**config.mk**
```make
export PLATFORM = sky130hd
export DESIGN_NAME = sync_fifo
export DESIGN_NICKNAME = d
export VERILOG_FILES = /design/src/rtl/sync_fifo.sv
export SDC_FILE = /design/constraint.sdc
export NUM_CORES = 1
export LEC_CHECK = 0
export ABC_AREA = 1
export CORE_UTILIZATION = 25
export CTS_CLUSTER_SIZE = 20
export DETAILED_ROUTE_END_ITERATION = 6
export HOLD_SLACK_MARGIN = 0.15
export PLACE_DENSITY = 0.45
export RECOVER_POWER = 50
export SLEW_MARGIN = 10
export SYNTH_ARGS = -nofsm -noshare
export SYNTH_HDL_FRONTEND = slang
export SYNTH_SLANG_ARGS = --single-unit
export TNS_END_PERCENT = 5
```
**constraint.sdc**
```tcl
create_clock -name clk -period 2.96 [get_ports clk]
set_input_delay 0.296 -clock clk [delete_from_list [all_inputs] [get_ports clk]]
set_output_delay 0.296 -clock clk [all_outputs]
set_load 0.01 [all_outputs]
```
**src/rtl/sync_fifo.sv**
```systemverilog
// Single-clock FIFO with an exact occupancy counter, programmable almost flags,
// sticky overflow/underflow and a compile-time registered-read / FWFT output.
module sync_fifo #(
  parameter int unsigned DATA_SIZE = 8,
  parameter int unsigned ADDR_SIZE = 4,
  parameter int unsigned FWFT      = 0,
  parameter int unsigned AF_LEVEL  = 12,
  parameter int unsigned AE_LEVEL  = 2
) (
  input  logic                 clk,
  input  logic                 rst,
  input  logic [DATA_SIZE-1:0] w_data,
  input  logic                 w_en,
  output logic                 w_full,
  output logic                 w_almost_full,
  output logic                 w_overflow,
  input  logic                 r_en,
  output logic [DATA_SIZE-1:0] r_data,
  output logic                 r_empty,
  output logic                 r_almost_empty,
  output logic                 r_underflow,
  output logic [ADDR_SIZE:0]   count
);

  localparam int unsigned DEPTH = 1 << ADDR_SIZE;
  localparam int unsigned CW    = ADDR_SIZE + 1;

  logic [DATA_SIZE-1:0] mem [DEPTH];
  logic [ADDR_SIZE-1:0] w_ptr;
  logic [ADDR_SIZE-1:0] r_ptr;
  logic [CW-1:0]        count_q;
  logic                 wr_acc;
  logic                 rd_acc;

  // Status flags decode the count register only, so they never glitch on inputs.
  assign w_full         = (count_q == CW'(DEPTH));
  assign r_empty        = (count_q == '0);
  assign w_almost_full  = (count_q >= CW'(AF_LEVEL));
  assign r_almost_empty = (count_q <= CW'(AE_LEVEL));
  assign count          = count_q;

  // Acceptance looks only at start-of-cycle state; a same-cycle read never frees a full slot.
  assign wr_acc = w_en && !w_full;
  assign rd_acc = r_en && !r_empty;

  // Storage is intentionally not reset.
  always_ff @(posedge clk) begin
    if (!rst && wr_acc) begin
      mem[w_ptr] <= w_data;
    end
  end

  // Pointers, occupancy and sticky error flags.
  always_ff @(posedge clk) begin
    if (rst) begin
      w_ptr       <= '0;
      r_ptr       <= '0;
      count_q     <= '0;
      w_overflow  <= 1'b0;
      r_underflow <= 1'b0;
    end else begin
      if (wr_acc) begin
        w_ptr <= w_ptr + ADDR_SIZE'(1);
      end
      if (rd_acc) begin
        r_ptr <= r_ptr + ADDR_SIZE'(1);
      end
      case ({wr_acc, rd_acc})
        2'b10:   count_q <= count_q + CW'(1);
        2'b01:   count_q <= count_q - CW'(1);
        default: count_q <= count_q;
      endcase
      if (w_en && w_full) begin
        w_overflow <= 1'b1;
      end
      if (r_en && r_empty) begin
        r_underflow <= 1'b1;
      end
    end
  end

  if (FWFT != 0) begin : g_fwft
    assign r_data = mem[r_ptr];
  end else begin : g_reg_read
    logic [DATA_SIZE-1:0] r_data_q;

    // Output register only moves on an accepted read.
    always_ff @(posedge clk) begin
      if (rst) begin
        r_data_q <= '0;
      end else if (rd_acc) begin
        r_data_q <= mem[r_ptr];
      end
    end

    assign r_data = r_data_q;
  end

endmodule
```
## Word-level counts from Yosys, hierarchy flattened

Memories as Yosys holds them, arrays and structs flattened. A register that Yosys moved wholly into a read port is not among the register bits.
Index checks and enable logic that the tools add are counted.

| cells by class | value |
|---|---|
| add/sub/neg operators | 4 |
| magnitude comparators | 2 |
| equality and inequality tests | 3 |
| muxes and demuxes | 3 |
| reduce and logical (&&, ||, !) cells | 10 |

Operators by type and width:

| kind | number |
|---|---|
| $pmux 5 s2 | 1 |
| $add 4x1->4 const B | 2 |
| $add 5x1->5 const B | 1 |
| $eq 5x5->1 const B | 1 |
| $ge 5x4->1 const B | 1 |
| $le 5x2->1 const B | 1 |
| $logic_and 1x1->1 | 5 |
| $logic_not 5->1 | 1 |
| $sub 5x1->5 const B | 1 |
| $logic_not 1->1 | 3 |
| $eq 2x1->1 const B | 1 |
| $eq 2x2->1 const B | 1 |
| $mux 1 | 2 |
| $reduce_bool 2->1 | 1 |

| storage, ports and cells | value |
|---|---|
| register bits after elaboration | 15 |
| RAM bits | 128 |
| input bits | 12 |
| logic and storage cells | 28 |
| memories kept | 1 |

Memory list:

| memory | words | width | read ports | clocked after Yosys merged registers in | write ports | RTL line | source |
|---|---|---|---|---|---|---|---|
| mem | 16 | 8 | 1 | 1 | 1 | 28 | `logic [DATA_SIZE-1:0] mem [DEPTH];` |

## Longest topological paths before layout

| depth | value |
|---|---|
| word-level depth | 6 |
| depth in mapped cells | 14 |

## Worst setup path after synthesis

No wires, ideal clock.

| timing | value |
|---|---|
| path type | flip-flop to flip-flop |
| start | reg count_q[1] (netlist: count[1]) |
| end | reg count_q[4] (netlist: count[4]) |
| library setup time | 134 ps |
| data arrival time | 2077 ps |
| required time | 2826 ps |
| path slack | 749 ps |
| stages on the path, launching flop included | 14 |
| path buffers | 1 |
| cells stage by stage | dfxtp_1 nor2_1 nand4_1 nand2_1 inv_2 buf_4 ha_1 fa_1 a21oi_1 nor2_1 o21bai_1 nand2_1 nand2_1 a21oi_1 |

| between the ends | value |
|---|---|
| word-level cells in the longest chain between the ends | 5 |
| elaborated cells between the ends (all ways) | 12 |

Ends and longest elaborated chain:

| item | RTL line | source |
|---|---|---|
| start: declaration | 31 | `logic [CW-1:0] count_q;` |
| start signal: assignment | 69 | `2'b10: count_q <= count_q + CW'(1);` |
| start signal: assignment | 70 | `2'b01: count_q <= count_q - CW'(1);` |
| start signal: assignment | 71 | `default: count_q <= count_q;` |
| $logic_not 5->1 * | 37 | `assign r_empty = (count_q == '0);` |
| $logic_not 1->1 * | 44 | `assign rd_acc = r_en && !r_empty;` |
| $logic_and 1x1->1 * | 44 |  |
| named net rd_acc | 33 | `logic rd_acc;` |
| $eq 2x1->1 / $eq 2x2->1 (equally long branches) | 68 | `case ({wr_acc, rd_acc})` |
| $pmux 5 s2 / $reduce_bool 2->1 (equally long branches) | - |  |

The timed path passes the listed nets; every way through them passes the cells marked *.
A chain may end at the register's enable or synchronous reset.

==> out/summary.txt <==
placed cell areas: 7320 µm²
Worst path slowest cell: clkbuf_2
gr usage total: 13.1%
Yosys top cell area share: 57.8%
Antenna Nets Post-Route: 0
Core ar.: 26,100 µm²
Worst R2R Setup Slack: 0.54 ns
Period minus WS final: 2.42 ns
Final Slew Violations: 67
biggest area consumer among synthesized cells: edfxtp_1
final net count: 732
height of the die: 165 µm
period utilization: 81.8%
post-CTS setup buffers: 0
Worst Hold Path EP: r_underflow
CTS sink count: 151
# IOs: 31
fraction of layout cells with a size suffix above 1: 7.19%
Worst Skew: 0.0109 ns
top cells by area, synth: edfxtp_1, nand2_1, nand3_1
initial antenna violation count: 0
Clk pwr share: 34.2%
final setup fails: 0
CTS Hold Bufs: 0
Mapped Avg Cell Area: 9.87 µm²
failing checks: capacitance limit, slew limit
RR Endpoint: r_data[5]
RSZ-0062 raised after global routing: no
Internal: 4370 µW
CTS Buffer Depth: 2
Setup Total Neg Slack: 0 ns
chip width: 165 µm
full die area: 27,200 µm²
LEAKAGE: 0.00330 µW
fillers: 2,680
grt ovf: 0
CTS resizes: 0
sequential share of power: 38.5%
starting density of the core: 25.5%
Via density: 4.19
Least-Margin Pin Slew: 1.53 ns
Final Cell Area: 7920 µm²
I/O Buffers: 30
first-pass GRT wire length: 25,600 µm
Hold Crit Class: register to register
crit end category: register
Req. time, crit path: 3.33 ns
Slew headroom: -2.01%
combinational share of power: 27.3%
CTS buffer count: 17
critical path, cell by cell: clkbuf_2 -> nand2_1 -> nand2_1 -> nand2_1 -> nand3_1 -> nand3_1 -> nand3_1 -> nand2_1 -> inv_1
Yosys reg bits: 151
worst r2r path cells: 9
dpl hpwl: 10,200 µm
Net Switching: 2130 µW
data arrival time of the worst path: 2.79 ns
fmax: 0.413 GHz
gpl congestion: 0.791
mapped cell area: 6650 µm²
final hold violation count: 0
CTS clk-pin slew, worst paths: 0.06 ns
H-tree depth: 4
largest net degree at the start of global routing: 67
P per Cell Area: 822 nW/µm²
vias in the first global route: 4,386
post-synthesis sequential area ratio: 64.8%
worst r2r src: r_ptr[0]
Peak supply drop: 0.401 mV
HP Start: r_underflow
Rows: 59
DRC: 0
synth unique cells: 23
post-synthesis cell count: 673
critical path type: register to register
sw frac: 32.8%
cell repeated most along the worst path: nand2_1
Worst-Skew Late Latency: 0.43 ns
CTS tree: done
overall power: 6500 µW
routed len/inst: 15.7 µm
syn nets: 695
Hold Path Depth: 2
vias post-DR: 4,434
Worst Path Max Fanout: 66
Syn-to-layout area delta: 19.1%
Ys Warns: 0
CP Launch Type: register
DR iter-0 viols: 231
root buffer cell: clkbuf_16
maxcap violations: 1
n_diodes: 0
Largest stage delay, worst path: 1.10 ns
Post-Route WL: 16,600 µm
drt first pass iters: 4
status: finished with violations
[power groups by stage]
stage                     Sequential (µW)  Clock (µW)  Combinational (µW)
after floorplan                      2580           0                1160
after global placement               2560           0                1840
after detailed placement             2560           0                1830
after CTS                            2520        2270                1830
after global routing                 2520        2350                2020
final                                2510        2220                1770
[sequential cells by signal (all words and copies together), names as in the netlist]
signal and cells:
r_ptr 4, r_data 8, mem 128, w_overflow 1, count 5, w_ptr 4, r_underflow 1
[worst max-delay path by stage]
stage	start	end	slack, ns
2_1_floorplan	count[1]	count[4]	0.75
3_3_place_gp	r_en	count[4]	0.64
3_5_place_dp	r_en	count[4]	0.66
4_1_cts	count[1]	count[4]	0.71
5_1_grt	r_ptr[0]	r_data[4]	0.32
6_report	r_ptr[0]	r_data[5]	0.54
[through the flow]
stage               hold WS [ns]  instances  utilization (%)  worst slack (ns)
finish                     0.480       1058             30.4             0.539
global route               0.513       1058             30.4             0.320
CTS                        0.486       1058             30.4             0.707
detailed placement         0.471       1026             28.1             0.658
global placement           0.467       1026             28.1             0.640
floorplan                  0.395        673                -             0.749
[routing by layer]
layer  up-vias  track usage [%]  wire length, µm
met4         0             4.38               65
met1      2113             16.7             7630
met3         4             2.54              503
met5         -                0                0
met2        60             22.1             8370
li1       2257                -                -
[critical path, delay by kind of cell (launching register included)]
kind	cells	cell delay (ns)
buffers and inverters	2	1.15
flip-flops	1	0.32
AND/OR/NAND/NOR	7	0.86
[final cells by class]
class / count / area (µm²) / share of cell area (%)
flip-flops and latches: 151 / 4300 / 54.4
multi-input cells: 398 / 1790 / 22.6
repair buffers: 49 / 453 / 5.72
clock buffers: 17 / 425 / 5.37
well taps: 335 / 419 / 5.30
inverters: 93 / 349 / 4.41
clock inverters: 15 / 178 / 2.24
[cells in the mapped netlist]
cell type / count
nand2_1: 217
edfxtp_1: 128
nand3_1: 96
inv_1: 88
nor2_1: 40
dfxtp_1: 23
a21oi_1: 15
buf_4: 10
buf_2: 9
ha_1: 9
o21ai_0: 9
clkbuf_1: 6
buf_6: 5
xor2_1: 5
inv_2: 3
clkinv_1: 2
nand4_1: 2
a2111oi_0: 1
buf_1: 1
fa_1: 1
nand2_2: 1
nor3b_2: 1
o21bai_1: 1
[cell families (layout without fill, tap and decap cells)]
group | count (synthesis) | count (layout) | synth area share (%)
simple gates | 357 | 357 | 22.2
xor+xnor | 5 | 5 | 0.659
fa+ha+maj | 10 | 10 | 2.00
compound gates | 26 | 26 | 2.05
flops | 151 | 151 | 64.8
buf+inv | 124 | 174 | 8.30
[cell usage in the layout, fill, tap and decap left out, types with 2 or more instances in the layout]
cell type / netlist / routed
nand2_1: 217 / 218
edfxtp_1: 128 / 128
nand3_1: 96 / 96
inv_1: 88 / 90
nor2_1: 40 / 40
dfxtp_1: 23 / 23
dlygate4sd3_1: 0 / 20
clkbuf_16: 0 / 17
buf_4: 10 / 17
a21oi_1: 15 / 15
clkdlybuf4s50_1: 0 / 10
o21ai_0: 9 / 9
ha_1: 9 / 9
xor2_1: 5 / 5
clkinv_4: 0 / 4
clkinv_1: 2 / 3
clkinv_2: 0 / 3
inv_6: 0 / 3
bufinv_16: 0 / 3
nand4_1: 2 / 2
No activity file was read; power rests on OpenSTA's default activity.
